### config.mk
export PLATFORM = sky130hd
export DESIGN_NAME = jtframe_sdram_cmdseq
export DESIGN_NICKNAME = d
export VERILOG_FILES = /design/src/rtl/jtframe_sdram_cmdseq.sv
export SDC_FILE = /design/constraint.sdc
export NUM_CORES = 1
export LEC_CHECK = 0
export BUFFER_PORTS_ARGS = -buffer_cell sky130_fd_sc_hd__buf_2
export CAP_MARGIN = 20
export CORE_ASPECT_RATIO = 1.5
export CORE_UTILIZATION = 30
export CTS_BUF_LIST = sky130_fd_sc_hd__clkbuf_2
export CTS_CLUSTER_DIAMETER = 60
export DETAILED_ROUTE_END_ITERATION = 7
export GPL_ROUTABILITY_DRIVEN = 0
export HOLD_SLACK_MARGIN = 0.15
export SLEW_MARGIN = 20
export SYNTH_ARGS = -nofsm -noshare
export SYNTH_HDL_FRONTEND = slang
export SYNTH_SLANG_ARGS = --single-unit
### constraint.sdc
create_clock -name clk -period 6.68 [get_ports clk]
set_input_delay 1.336 -clock clk [delete_from_list [all_inputs] [get_ports clk]]
set_output_delay 1.336 -clock clk [all_outputs]
set_load 0.1 [all_outputs]
### src/rtl/jtframe_sdram_cmdseq.sv
// SDRAM command sequencer: bank/row tracking, ACTIVE/PRECHARGE/REFRESH
// scheduling and a CL-deep read-data strobe pipeline.
module jtframe_sdram_cmdseq #(
    parameter int CL   = 2,
    parameter int TRP  = 2,
    parameter int TRCD = 2,
    parameter int TRFC = 7
) (
    input  logic        clk,
    input  logic        rst,
    input  logic [23:0] addr,
    input  logic        we,
    input  logic        req,
    output logic        ack,
    output logic        dst,
    input  logic        rfsh,
    output logic        rfsh_ack,
    output logic [12:0] sdram_a,
    output logic [1:0]  sdram_ba,
    output logic        sdram_ncs,
    output logic        sdram_nras,
    output logic        sdram_ncas,
    output logic        sdram_nwe
);

    localparam logic [3:0] CMD_NOP   = 4'b0111;
    localparam logic [3:0] CMD_ACT   = 4'b0011;
    localparam logic [3:0] CMD_READ  = 4'b0101;
    localparam logic [3:0] CMD_WRITE = 4'b0100;
    localparam logic [3:0] CMD_PRE   = 4'b0010;
    localparam logic [3:0] CMD_REF   = 4'b0001;

    typedef enum logic [2:0] {
        IDLE, PRE, PRE_WAIT, ACT_WAIT, RW, REF_PRE_WAIT, REF_WAIT
    } state_t;

    state_t            state_q, state_nx;
    logic [2:0]        cnt_q, cnt_nx;
    logic [3:0]        cmd_q, cmd_nx;
    logic [12:0]       a_q, a_nx;
    logic [1:0]        ba_q, ba_nx;
    logic              ack_q, ack_nx;
    logic              dst_q, dst_nx;
    logic              rfsh_ack_q, rfsh_ack_nx;
    logic [3:0]        open_q, open_nx;
    logic [3:0][12:0]  row_q, row_nx;
    logic [CL-1:0]     pipe_q, pipe_nx;
    logic [CL:0]       pipe_sh;
    logic [23:0]       addr_q, addr_nx;
    logic              we_q, we_nx;

    logic [23:0]       cur_addr;
    logic              cur_we;
    logic [1:0]        cur_ba;
    logic [12:0]       cur_row;
    logic [8:0]        cur_col;
    logic              do_act, do_rw, do_ref;

    // In IDLE the live request is decoded; afterwards the latched copy.
    assign cur_addr = (state_q == IDLE) ? addr : addr_q;
    assign cur_we   = (state_q == IDLE) ? we   : we_q;
    assign cur_ba   = cur_addr[23:22];
    assign cur_row  = cur_addr[21:9];
    assign cur_col  = cur_addr[8:0];

    always_comb begin
        state_nx    = state_q;
        cnt_nx      = cnt_q;
        cmd_nx      = CMD_NOP;
        a_nx        = a_q;
        ba_nx       = ba_q;
        ack_nx      = 1'b0;
        rfsh_ack_nx = 1'b0;
        open_nx     = open_q;
        row_nx      = row_q;
        addr_nx     = addr_q;
        we_nx       = we_q;
        do_act      = 1'b0;
        do_rw       = 1'b0;
        do_ref      = 1'b0;

        case (state_q)
            IDLE: begin
                // The ack cycle is dead time: no new command right after RW.
                if (!ack_q) begin
                    if (rfsh) begin
                        if (|open_q) begin
                            cmd_nx   = CMD_PRE;
                            a_nx     = 13'h400;
                            ba_nx    = 2'b00;
                            open_nx  = '0;
                            state_nx = REF_PRE_WAIT;
                            cnt_nx   = 3'(TRP - 1);
                        end else begin
                            do_ref = 1'b1;
                        end
                    end else if (req) begin
                        addr_nx = addr;
                        we_nx   = we;
                        if (open_q[cur_ba] && row_q[cur_ba] == cur_row)
                            do_rw = 1'b1;
                        else if (open_q[cur_ba])
                            state_nx = PRE;
                        else
                            do_act = 1'b1;
                    end
                end
            end
            PRE: begin
                cmd_nx          = CMD_PRE;
                a_nx            = 13'h000;
                ba_nx           = cur_ba;
                open_nx[cur_ba] = 1'b0;
                state_nx        = PRE_WAIT;
                cnt_nx          = 3'(TRP - 1);
            end
            PRE_WAIT: begin
                if (cnt_q == 3'd0) do_act = 1'b1;
                else cnt_nx = cnt_q - 3'd1;
            end
            ACT_WAIT: begin
                if (cnt_q == 3'd0) state_nx = RW;
                else cnt_nx = cnt_q - 3'd1;
            end
            RW: do_rw = 1'b1;
            REF_PRE_WAIT: begin
                if (cnt_q == 3'd0) do_ref = 1'b1;
                else cnt_nx = cnt_q - 3'd1;
            end
            REF_WAIT: begin
                if (cnt_q == 3'd0) state_nx = IDLE;
                else cnt_nx = cnt_q - 3'd1;
            end
            default: state_nx = IDLE;
        endcase

        if (do_act) begin
            cmd_nx          = CMD_ACT;
            a_nx            = cur_row;
            ba_nx           = cur_ba;
            open_nx[cur_ba] = 1'b1;
            row_nx[cur_ba]  = cur_row;
            if (TRCD == 1) begin
                state_nx = RW;
            end else begin
                state_nx = ACT_WAIT;
                cnt_nx   = 3'(TRCD - 2);
            end
        end

        if (do_rw) begin
            cmd_nx   = cur_we ? CMD_WRITE : CMD_READ;
            a_nx     = {4'b0000, cur_col};
            ba_nx    = cur_ba;
            ack_nx   = 1'b1;
            state_nx = IDLE;
        end

        if (do_ref) begin
            cmd_nx      = CMD_REF;
            rfsh_ack_nx = 1'b1;
            open_nx     = '0;
            if (TRFC == 1) begin
                state_nx = IDLE;
            end else begin
                state_nx = REF_WAIT;
                cnt_nx   = 3'(TRFC - 2);
            end
        end

        // Read strobes keep shifting regardless of what the FSM does next.
        pipe_sh = {pipe_q, do_rw & ~cur_we};
        pipe_nx = pipe_sh[CL-1:0];
        dst_nx  = pipe_q[CL-1];
    end

    always_ff @(posedge clk or posedge rst) begin
        if (rst) begin
            state_q    <= IDLE;
            cnt_q      <= '0;
            cmd_q      <= CMD_NOP;
            a_q        <= '0;
            ba_q       <= '0;
            ack_q      <= 1'b0;
            dst_q      <= 1'b0;
            rfsh_ack_q <= 1'b0;
            open_q     <= '0;
            row_q      <= '0;
            pipe_q     <= '0;
            addr_q     <= '0;
            we_q       <= 1'b0;
        end else begin
            state_q    <= state_nx;
            cnt_q      <= cnt_nx;
            cmd_q      <= cmd_nx;
            a_q        <= a_nx;
            ba_q       <= ba_nx;
            ack_q      <= ack_nx;
            dst_q      <= dst_nx;
            rfsh_ack_q <= rfsh_ack_nx;
            open_q     <= open_nx;
            row_q      <= row_nx;
            pipe_q     <= pipe_nx;
            addr_q     <= addr_nx;
            we_q       <= we_nx;
        end
    end

    assign ack      = ack_q;
    assign dst      = dst_q;
    assign rfsh_ack = rfsh_ack_q;
    assign sdram_a  = a_q;
    assign sdram_ba = ba_q;
    assign {sdram_ncs, sdram_nras, sdram_ncas, sdram_nwe} = cmd_q;

endmodule
==> impl_metrics.json, run 1 <==
{
  "core_area_um2": 19200,
  "grt_pass1_vias": 4457,
  "drv_cap": 0,
  "ys_seq_area_share_pct": 46.4,
  "crit_required_ns": 7.16,
  "synth_top_area_share_pct": 45.1,
  "post-cts-setup-buffers": 0,
  "finish.instance_area_um2": 6500,
  "cts_buffer_depth": 2,
  "antenna_found_initial": 1,
  "finalCritPeriodShare_pct": 64.1,
  "reg2reg_depth": 8,
  "place_area_um2": 6380,
  "netlist_instances": 598,
  "clock.fmax_mhz": 233,
  "powerDensity_nw_per_um2": 535,
  "max-vdd-ir-drop_v": 0.000268,
  "cp-start-kind": "flop",
  "hpwlAfterDp_um": 10400,
  "ant_nets": 0,
  "finalSetupTns_ns": 0,
  "dieArea_um2": 20400,
  "cts_tree": "done",
  "synth.distinct_cells": 65,
  "criticalPathCategory": "reg2reg",
  "syn2layout_area_growth_pct": 9.54,
  "period_needed_ns": 4.28,
  "avgSynthCellArea_um2": 9.93,
  "drc": 0,
  "crit_fanout": 25,
  "first_pass_iters": 5,
  "drive_gt1_share_pct": 17.7,
  "cts_buffers": 9,
  "cp.arrival_ns": 4.77,
  "status": "finished clean",
  "synthTopCellsByCount": "nand2_1 (129), dfrtp_1 (107), o21ai_0 (74), mux2i_1 (60), clkbuf_1 (19)",
  "synth-edff-count": 0,
  "min_path_cells": 0,
  "cts_resized": 0,
  "io_buffers": 49,
  "synth_ff_type": "dfrtp_1",
  "rows": 62,
  "clkTransAtPathRegs_ns": 0.30,
  "synthesis.nets": 629,
  "min_path_type": "reg2reg",
  "dp_slack_ns": 1.65,
  "syn_area_um2": 5940,
  "drt_iter0_markers": 310,
  "worst_r2r_startpoint": "state_q[2]",
  "vias_per_cell": 5.13,
  "grt_pass1_wl_um": 24700,
  "hold_viol": 0,
  "yosysWarningCount": 0,
  "relSlewSlack_pct": 29.0,
  "hp-start": "pipe_q[1]",
  "finalSetupViolations": 0,
  "synth_area_leaders": "dfrtp_1 (45%), mux2i_1 (10%), nand2_1 (8.2%)",
  "route.detailed.wl_per_inst_um": 17.2,
  "leakagePower_nw": 2.95,
  "routed_wl_um": 15300,
  "clockRootBuffer": "clkbuf_2",
  "synth_seq_cells": 110,
  "clock_sinks": 110,
  "initial_core_util_pct": 30.9,
  "h-tree-depth": 3,
  "maxSlewViolCount": 0,
  "io_pins": 51,
  "clock_latency_ns": 0.62,
  "final_nets": 660,
  "tightest_slew_ns": 1.06,
  "cp-end-kind": "flop",
  "critical_path.startpoint": "state_q[2]",
  "die_h_um": 174,
  "ys_async_sr_fraction_pct": 100,
  "synth_area_leader_cell": "dfrtp_1",
  "grt_max_degree": 73,
  "skew_ns": 0.0447,
  "rsz0062_at_grt": "no",
  "worst_slack_ns": 2.40,
  "num_vias": 4575,
  "cts_hold_buf": 0,
  "fp.dieW_um": 117,
  "gr-total-overflow": 0,
  "grt_usage_pct": 16.0,
  "synth.most_common_cell": "nand2_1"
}
[flip-flops by register name (all words and copies together), names as in the netlist, 2 cells and up]
name / count
addr_q: 24
cmd_q: 3
sdram_ba: 2
cnt_q: 3
open_q: 4
state_q: 3
pipe_q: 2
row_q: 52
sdram_a: 13
[worst paths after layout]
kind	endpoint	slack, ns
max reg2reg	sdram_a[1]	2.40
max	sdram_a[1]	2.40
min in group asynchronous	addr_q[5]	0.68
min reg2reg	dst	0.40
min	dst	0.40
max in group asynchronous	row_q[13]	4.64
[layer usage]
layer  routed length [um]  vias up  track usage [%]
li1                     -     2203                -
met1                 6360     2225             20.1
met2                 7930      116             27.0
met3                  470       31             2.48
met4                  567        0             6.96
met5                    0        -                0
[report_power, final]
part | switching (mW) | total (mW) | internal (mW)
Sequential | 0.217 | 1.15 | 0.931
Combinational | 1.36 | 2.02 | 0.669
Clock | 0.222 | 0.309 | 0.0862
[layout make-up]
type	instances	area [um^2]
sequential	110	2760
clock inverter	6	62.6
antenna	1	2.50
timing repair buffer	62	347
inverter	9	36.3
fill	2081	12700
tap	256	320
multi-input combinational	437	2930
clock buffer	10	50.0
[cell families (layout without fill, tap and decap cells)]
group	Yosys count	after routing	share of synthesized area, %
multiplexers	76	76	14.7
AND/OR/NAND/NOR	202	202	16.6
other	1	2	0.0632
flip-flops	110	110	46.4
adder cells (fa/ha/maj)	2	2	0.421
AO/OA/AOI/OAI	142	142	15.2
buffers and inverters	51	87	4.51
XOR/XNOR	14	14	2.06
[placed cells by master, fill, tap and decap left out, types with 4 or more instances in the layout]
| master | instances |
|---|---|
| a211oi_1 | 4 |
| a21oi_1 | 13 |
| a221oi_1 | 9 |
| a22oi_1 | 5 |
| buf_2 | 49 |
| buf_4 | 12 |
| clkbuf_2 | 10 |
| dfrtp_1 | 107 |
| inv_1 | 8 |
| mux2_2 | 4 |
| mux2i_1 | 60 |
| mux2i_2 | 5 |
| mux4_2 | 5 |
| nand2_1 | 129 |
| nand3_1 | 10 |
| nand4_1 | 14 |
| nor2_1 | 11 |
| nor2b_1 | 9 |
| nor3_1 | 4 |
| o21ai_0 | 74 |
| o221ai_1 | 10 |
| xnor2_1 | 6 |
| xor2_1 | 8 |
[critical path: stages (launching register included)]
cell	delay [ns]
dfrtp_1	1.01
or3_2	0.41
buf_4	0.47
mux2i_1	0.70
xor2_1	0.22
nor4_4	0.31
nand4_1	0.55
nand4_1	0.30
o221ai_1	0.14
[per-stage QoR]
stage / hold slack [ns] / total power, mW / instances / util, %
after floorplan: 0.331 / 2.72 / 598 / -
after global placement: 0.337 / 3.17 / 873 / 33.2
after detailed placement: 0.352 / 3.20 / 873 / 33.2
after CTS: 0.409 / 3.50 / 889 / 33.7
after global routing: 0.419 / 3.73 / 891 / 33.8
final: 0.404 / 3.48 / 891 / 33.8
No activity file was read; power rests on OpenSTA's default activity.
==> run 2, diff against run 1 <==
- clock period: 6.68 -> 4.4 ns (I/O delays scaled with it)
==> impl_metrics.json, run 2 (synthesis results as in run 1) <==
{
  "grt_pass1_vias": 4601,
  "cp-start-kind": "flop",
  "maxSlewViolCount": 0,
  "grt_max_degree": 86,
  "finalSetupViolations": 0,
  "cp-end-kind": "flop",
  "critical_path.startpoint": "state_q[0]",
  "stdcell_count": 905,
  "dieArea_um2": 20400,
  "period_needed_ns": 3.65,
  "clockRootBuffer": "clkbuf_2",
  "first_pass_iters": 5,
  "final_nets": 674,
  "syn2layout_area_growth_pct": 11.9,
  "max-vdd-ir-drop_v": 0.000482,
  "num_vias": 4605,
  "clock_sinks": 110,
  "power_mw": 5.44,
  "crit_fanout": 17,
  "finalCritPeriodShare_pct": 83.0,
  "powerDensity_nw_per_um2": 818,
  "place_inst": 888,
  "io_buffers": 49,
  "top_register": "row_q",
  "post-cts-setup-buffers": 0,
  "clock_latency_ns": 0.64,
  "drc": 0,
  "final_common_cell": "nand2_1",
  "crit_required_ns": 4.94,
  "drt_iter0_markers": 266,
  "clkTransAtPathRegs_ns": 0.33,
  "criticalPathCategory": "reg2reg",
  "route.detailed.wl_per_inst_um": 17.2,
  "routed_wl_um": 15600,
  "vias_per_cell": 5.09,
  "cts_resized": 0,
  "fin_util_pct": 34.5,
  "cts_tree": "done",
  "cts_hold_buf": 0,
  "ant_nets": 0,
  "largest_reg_flops": 52,
  "rows": 62,
  "fill_cells": 2049,
  "grt_pass1_wl_um": 24900,
  "status": "finished clean",
  "relSlewSlack_pct": 47.2,
  "initial_core_util_pct": 30.9,
  "core_area_um2": 19200,
  "drive_gt1_share_pct": 19.6,
  "seq_area_um2": 2760,
  "antenna_found_initial": 1,
  "tightest_slew_ns": 0.792,
  "drv_cap": 0,
  "min_path_type": "in2async",
  "fp.dieW_um": 117,
  "die_h_um": 174,
  "hpwlAfterDp_um": 11100,
  "cp.arrival_ns": 4.19,
  "rsz0062_at_grt": "no",
  "grt_usage_pct": 16.2,
  "multi_input_area_um2": 2930,
  "clock.fmax_mhz": 274,
  "final_cell_mix": "nand2_1 (129), dfrtp_1 (107), o21ai_0 (74), mux2i_1 (60), buf_2 (49)",
  "hold_viol": 0,
  "finalSetupTns_ns": 0,
  "cts_buffer_depth": 2,
  "h-tree-depth": 3,
  "gr-total-overflow": 0,
  "io_pins": 51,
  "cts_buffers": 9,
  "skew_ns": 0.0497,
  "worst_r2r_startpoint": "state_q[0]",
  "leakagePower_nw": 3.04
}
## run 2: power by group
part / total, mW / leakage, nW / internal, mW / switching (mW)
sequential: 1.72 / 1.43 / 1.41 / 0.303
clock: 0.566 / 0.0910 / 0.204 / 0.362
combinational: 3.15 / 1.51 / 1.06 / 2.09
total: 5.44 / 3.04 / 2.68 / 2.76
## run 2: routing by layer
| layer | wire (um) | up-vias | GRT usage [%] | part of all wire [%] |
|---|---|---|---|---|
| li1 | - | 2237 | - | - |
| met1 | 6530 | 2246 | 19.6 | 42 |
| met2 | 8200 | 100 | 28.1 | 53 |
| met3 | 477 | 22 | 2.41 | 3.1 |
| met4 | 342 | 0 | 6.54 | 2.2 |
| met5 | 0 | - | 0 | 0 |
## run 2: cell type report
cell class              count  share of cell area [%]
multi-input cells         437                    44.1
flip-flops and latches    110                    41.5
repair buffers             76                    6.74
well taps                 256                    4.82
clock inverters             6                    1.51
clock buffers              10                   0.753
inverters                   9                   0.584
diodes                      1                  0.0377
## run 2: worst max-delay path: stages (launching register included)
cell and delay [ns]:
dfrtp_1 0.44, or3_2 0.80, buf_4 0.35, mux2i_1 0.15
buf_4 0.18, xnor2_1 0.27, nand4_1 0.22, nor4_4 0.23
nand4_1 0.51, nand4_1 0.29, o221ai_1 0.13
## run 2: metrics by stage
stage	hold WS, ns	area [um^2]	setup WS, ns
4_1_cts	0.360	6640	0.761
3_3_place_gp	0.335	6490	0.553
3_5_place_dp	0.335	6490	0.536
6_report	0.292	6650	0.749
5_1_grt	0.319	6650	0.569
2_1_floorplan	0.331	5940	0.623
## run 2: final timing paths
check,end,depth (start not counted),slack [ns]
worst max-delay path,sdram_a[0],10,0.75
worst min-delay path,addr_q[8],2,0.29
worst max register to register,sdram_a[0],10,0.75
worst min register to register,pipe_q[1],0,0.39
max in group asynchronous,row_q[28],3,3.16
min in group clk,pipe_q[1],0,0.39
==> run 3, diff against run 2 <==
- ABC_AREA: unset -> 1
- clock period: 4.4 -> 3.7 ns (I/O delays scaled with it)
==> impl_metrics.json, run 3 <==
{
  "rsz0062_at_grt": "no",
  "crit_fanout": 48,
  "cts_tree": "done",
  "final_nets": 848,
  "crit_required_ns": 4.25,
  "path_cells": "nor2_4 -> nand2_2 -> buf_12 -> o21ai_0 -> inv_1 -> nand2_1 -> nand2_1 -> nor2_1 -> nand2_1 -> nor2_1 -> nand3_2 -> nand4_1 -> nand2_2 -> nand2_1 -> nand2_1",
  "synth_area_leader_cell": "dfrtp_1",
  "drt_iter0_markers": 387,
  "ys_seq_area_share_pct": 49.1,
  "num_vias": 4967,
  "path_buf_inv": 2,
  "finalCritPeriodShare_pct": 83.7,
  "relSlewSlack_pct": 56.4,
  "final_common_cell": "nand2_1",
  "critical_path.startpoint": "state_q[0]",
  "synth_seq_cells": 110,
  "path_common_cell": "nand2_1",
  "route.detailed.wl_per_inst_um": 13.4,
  "worstReg2RegEnd": "sdram_a[0]",
  "drc": 0,
  "period_needed_ns": 3.10,
  "leakagePower_nw": 3.38,
  "max-vdd-ir-drop_v": 0.000513,
  "post-cts-setup-buffers": 0,
  "antenna_found_initial": 1,
  "hold_viol": 0,
  "timing.critical_path.max_delay_family": "simple AND/OR/NAND/NOR gates",
  "vias_per_cell": 4.64,
  "largest_reg_flops": 52,
  "drive_gt1_share_pct": 13.1,
  "first_pass_iters": 7,
  "fp.dieW_um": 114,
  "worst_r2r_startpoint": "state_q[0]",
  "criticalPathCategory": "reg2reg",
  "clkTransAtPathRegs_ns": 0.34,
  "avgSynthCellArea_um2": 7.36,
  "clock.fmax_mhz": 323,
  "cts_buffer_depth": 2,
  "endpoint": "sdram_a[0]",
  "synth.distinct_cells": 33,
  "min_path_type": "in2reg",
  "io_buffers": 49,
  "dieArea_um2": 19300,
  "skew_ns": 0.0329,
  "rows": 60,
  "core_area_um2": 18100,
  "hpwlAfterDp_um": 10500,
  "clock_latency_ns": 0.64,
  "fill_cells": 1962,
  "die_h_um": 169,
  "cp_slowest_stage_delay_ns": 0.54,
  "finalSetupTns_ns": 0,
  "final_cell_mix": "nand2_1 (312), o21ai_0 (107), dfrtp_1 (107), inv_1 (67), buf_2 (49)",
  "reg2reg_depth": 15,
  "synth-edff-count": 0,
  "power_mw": 6.46,
  "multi_input_area_um2": 2410,
  "cts_buffers": 9,
  "grt_pass1_wl_um": 24200,
  "powerDensity_nw_per_um2": 1010,
  "cts_hold_buf": 1,
  "grt_usage_pct": 16.0,
  "crit_cells": 15,
  "synthTopCellsByCount": "nand2_1 (312), dfrtp_1 (107), o21ai_0 (107), inv_1 (68), nand3_1 (48)",
  "grt_pass1_vias": 4870,
  "ant_nets": 0,
  "cp_slowest_cell": "o21ai_0",
  "h-tree-depth": 3,
  "place_area_um2": 6230,
  "hp-start": "addr[16]",
  "seq_area_um2": 2760,
  "clock_sinks": 110,
  "cts_resized": 0,
  "cp-end-kind": "flop",
  "dp_slack_ns": 0.408,
  "synth_area_leaders": "dfrtp_1 (48%), nand2_1 (21%), o21ai_0 (9.5%)",
  "initial_core_util_pct": 31.0,
  "syn_area_um2": 5610,
  "drv_cap": 0,
  "synth.most_common_cell": "nand2_1",
  "top_register": "row_q",
  "ys_async_sr_fraction_pct": 100,
  "syn2layout_area_growth_pct": 13.6,
  "netlist_instances": 762,
  "status": "finished clean",
  "io_pins": 51,
  "tightest_slew_ns": 0.647,
  "gr-total-overflow": 0,
  "cp-start-kind": "flop",
  "clockRootBuffer": "clkbuf_2",
  "synth_ff_type": "dfrtp_1",
  "maxSlewViolCount": 0,
  "reg2reg_setup_slack_ns": 0.60,
  "worst_slack_ns": 0.604,
  "synthesis.nets": 793,
  "routed_wl_um": 14400,
  "finish.instance_area_um2": 6370,
  "cp.arrival_ns": 3.64,
  "synth_top_area_share_pct": 47.7,
  "grt_max_degree": 56,
  "yosysWarningCount": 0,
  "finalSetupViolations": 0
}
[run 3: report_power, final]
group	leakage, nW	switching [mW]	internal, mW
Sequential	1.42	0.286	1.71
Clock	0.0774	0.446	0.175
Combinational	1.89	2.73	1.12
Total	3.38	3.46	3.01
[run 3: how the worst min path moves through the flow]
stage                     depth (start not counted)    endpoint
final                                             3  addr_q[16]
after global routing                              3  addr_q[18]
after CTS                                         3  addr_q[16]
after detailed placement                          0   pipe_q[1]
after global placement                            0         dst
after floorplan                                   0         dst
[run 3: worst min-delay path, cell delays in order]
cell     delay [ns]
buf_2          0.09
inv_1          0.05
o21ai_0        0.07
[run 3: final cells by class]
| class | instances | share of cell area (%) |
|---|---|---|
| sequential | 110 | 43.3 |
| inverter | 73 | 4.34 |
| antenna | 1 | 0.0393 |
| tap | 248 | 4.87 |
| multi-input combinational | 548 | 37.9 |
| clock buffer | 9 | 0.707 |
| timing repair buffer | 75 | 7.54 |
| clock inverter | 7 | 1.36 |
[run 3: per-layer routing]
layer | global-route usage [%] | share of wire, % | up-vias
met1 | 18.7 | 43 | 2311
met5 | 0 | 0 | -
li1 | - | - | 2526
met4 | 5.84 | 2.0 | 0
met3 | 1.79 | 2.6 | 20
met2 | 29.8 | 53 | 110
[run 3: logic make-up after synthesis]
group / Yosys count / share of synthesized area (%)
xor+xnor: 1 / 0.156
compound gates: 132 / 12.8
flops: 110 / 49.1
buf+inv: 104 / 7.83
simple gates: 412 / 29.6
fa+ha+maj: 2 / 0.446
other cells: 1 / 0.0669
[run 3: metrics by stage]
step           util [%]  hold slack [ns]  std cells
3_5_place_dp       34.4            0.340       1053
3_3_place_gp       34.4            0.332       1053
4_1_cts            35.2            0.267       1070
5_1_grt            35.2            0.298       1071
6_report           35.2            0.305       1071
2_1_floorplan         -            0.331        762
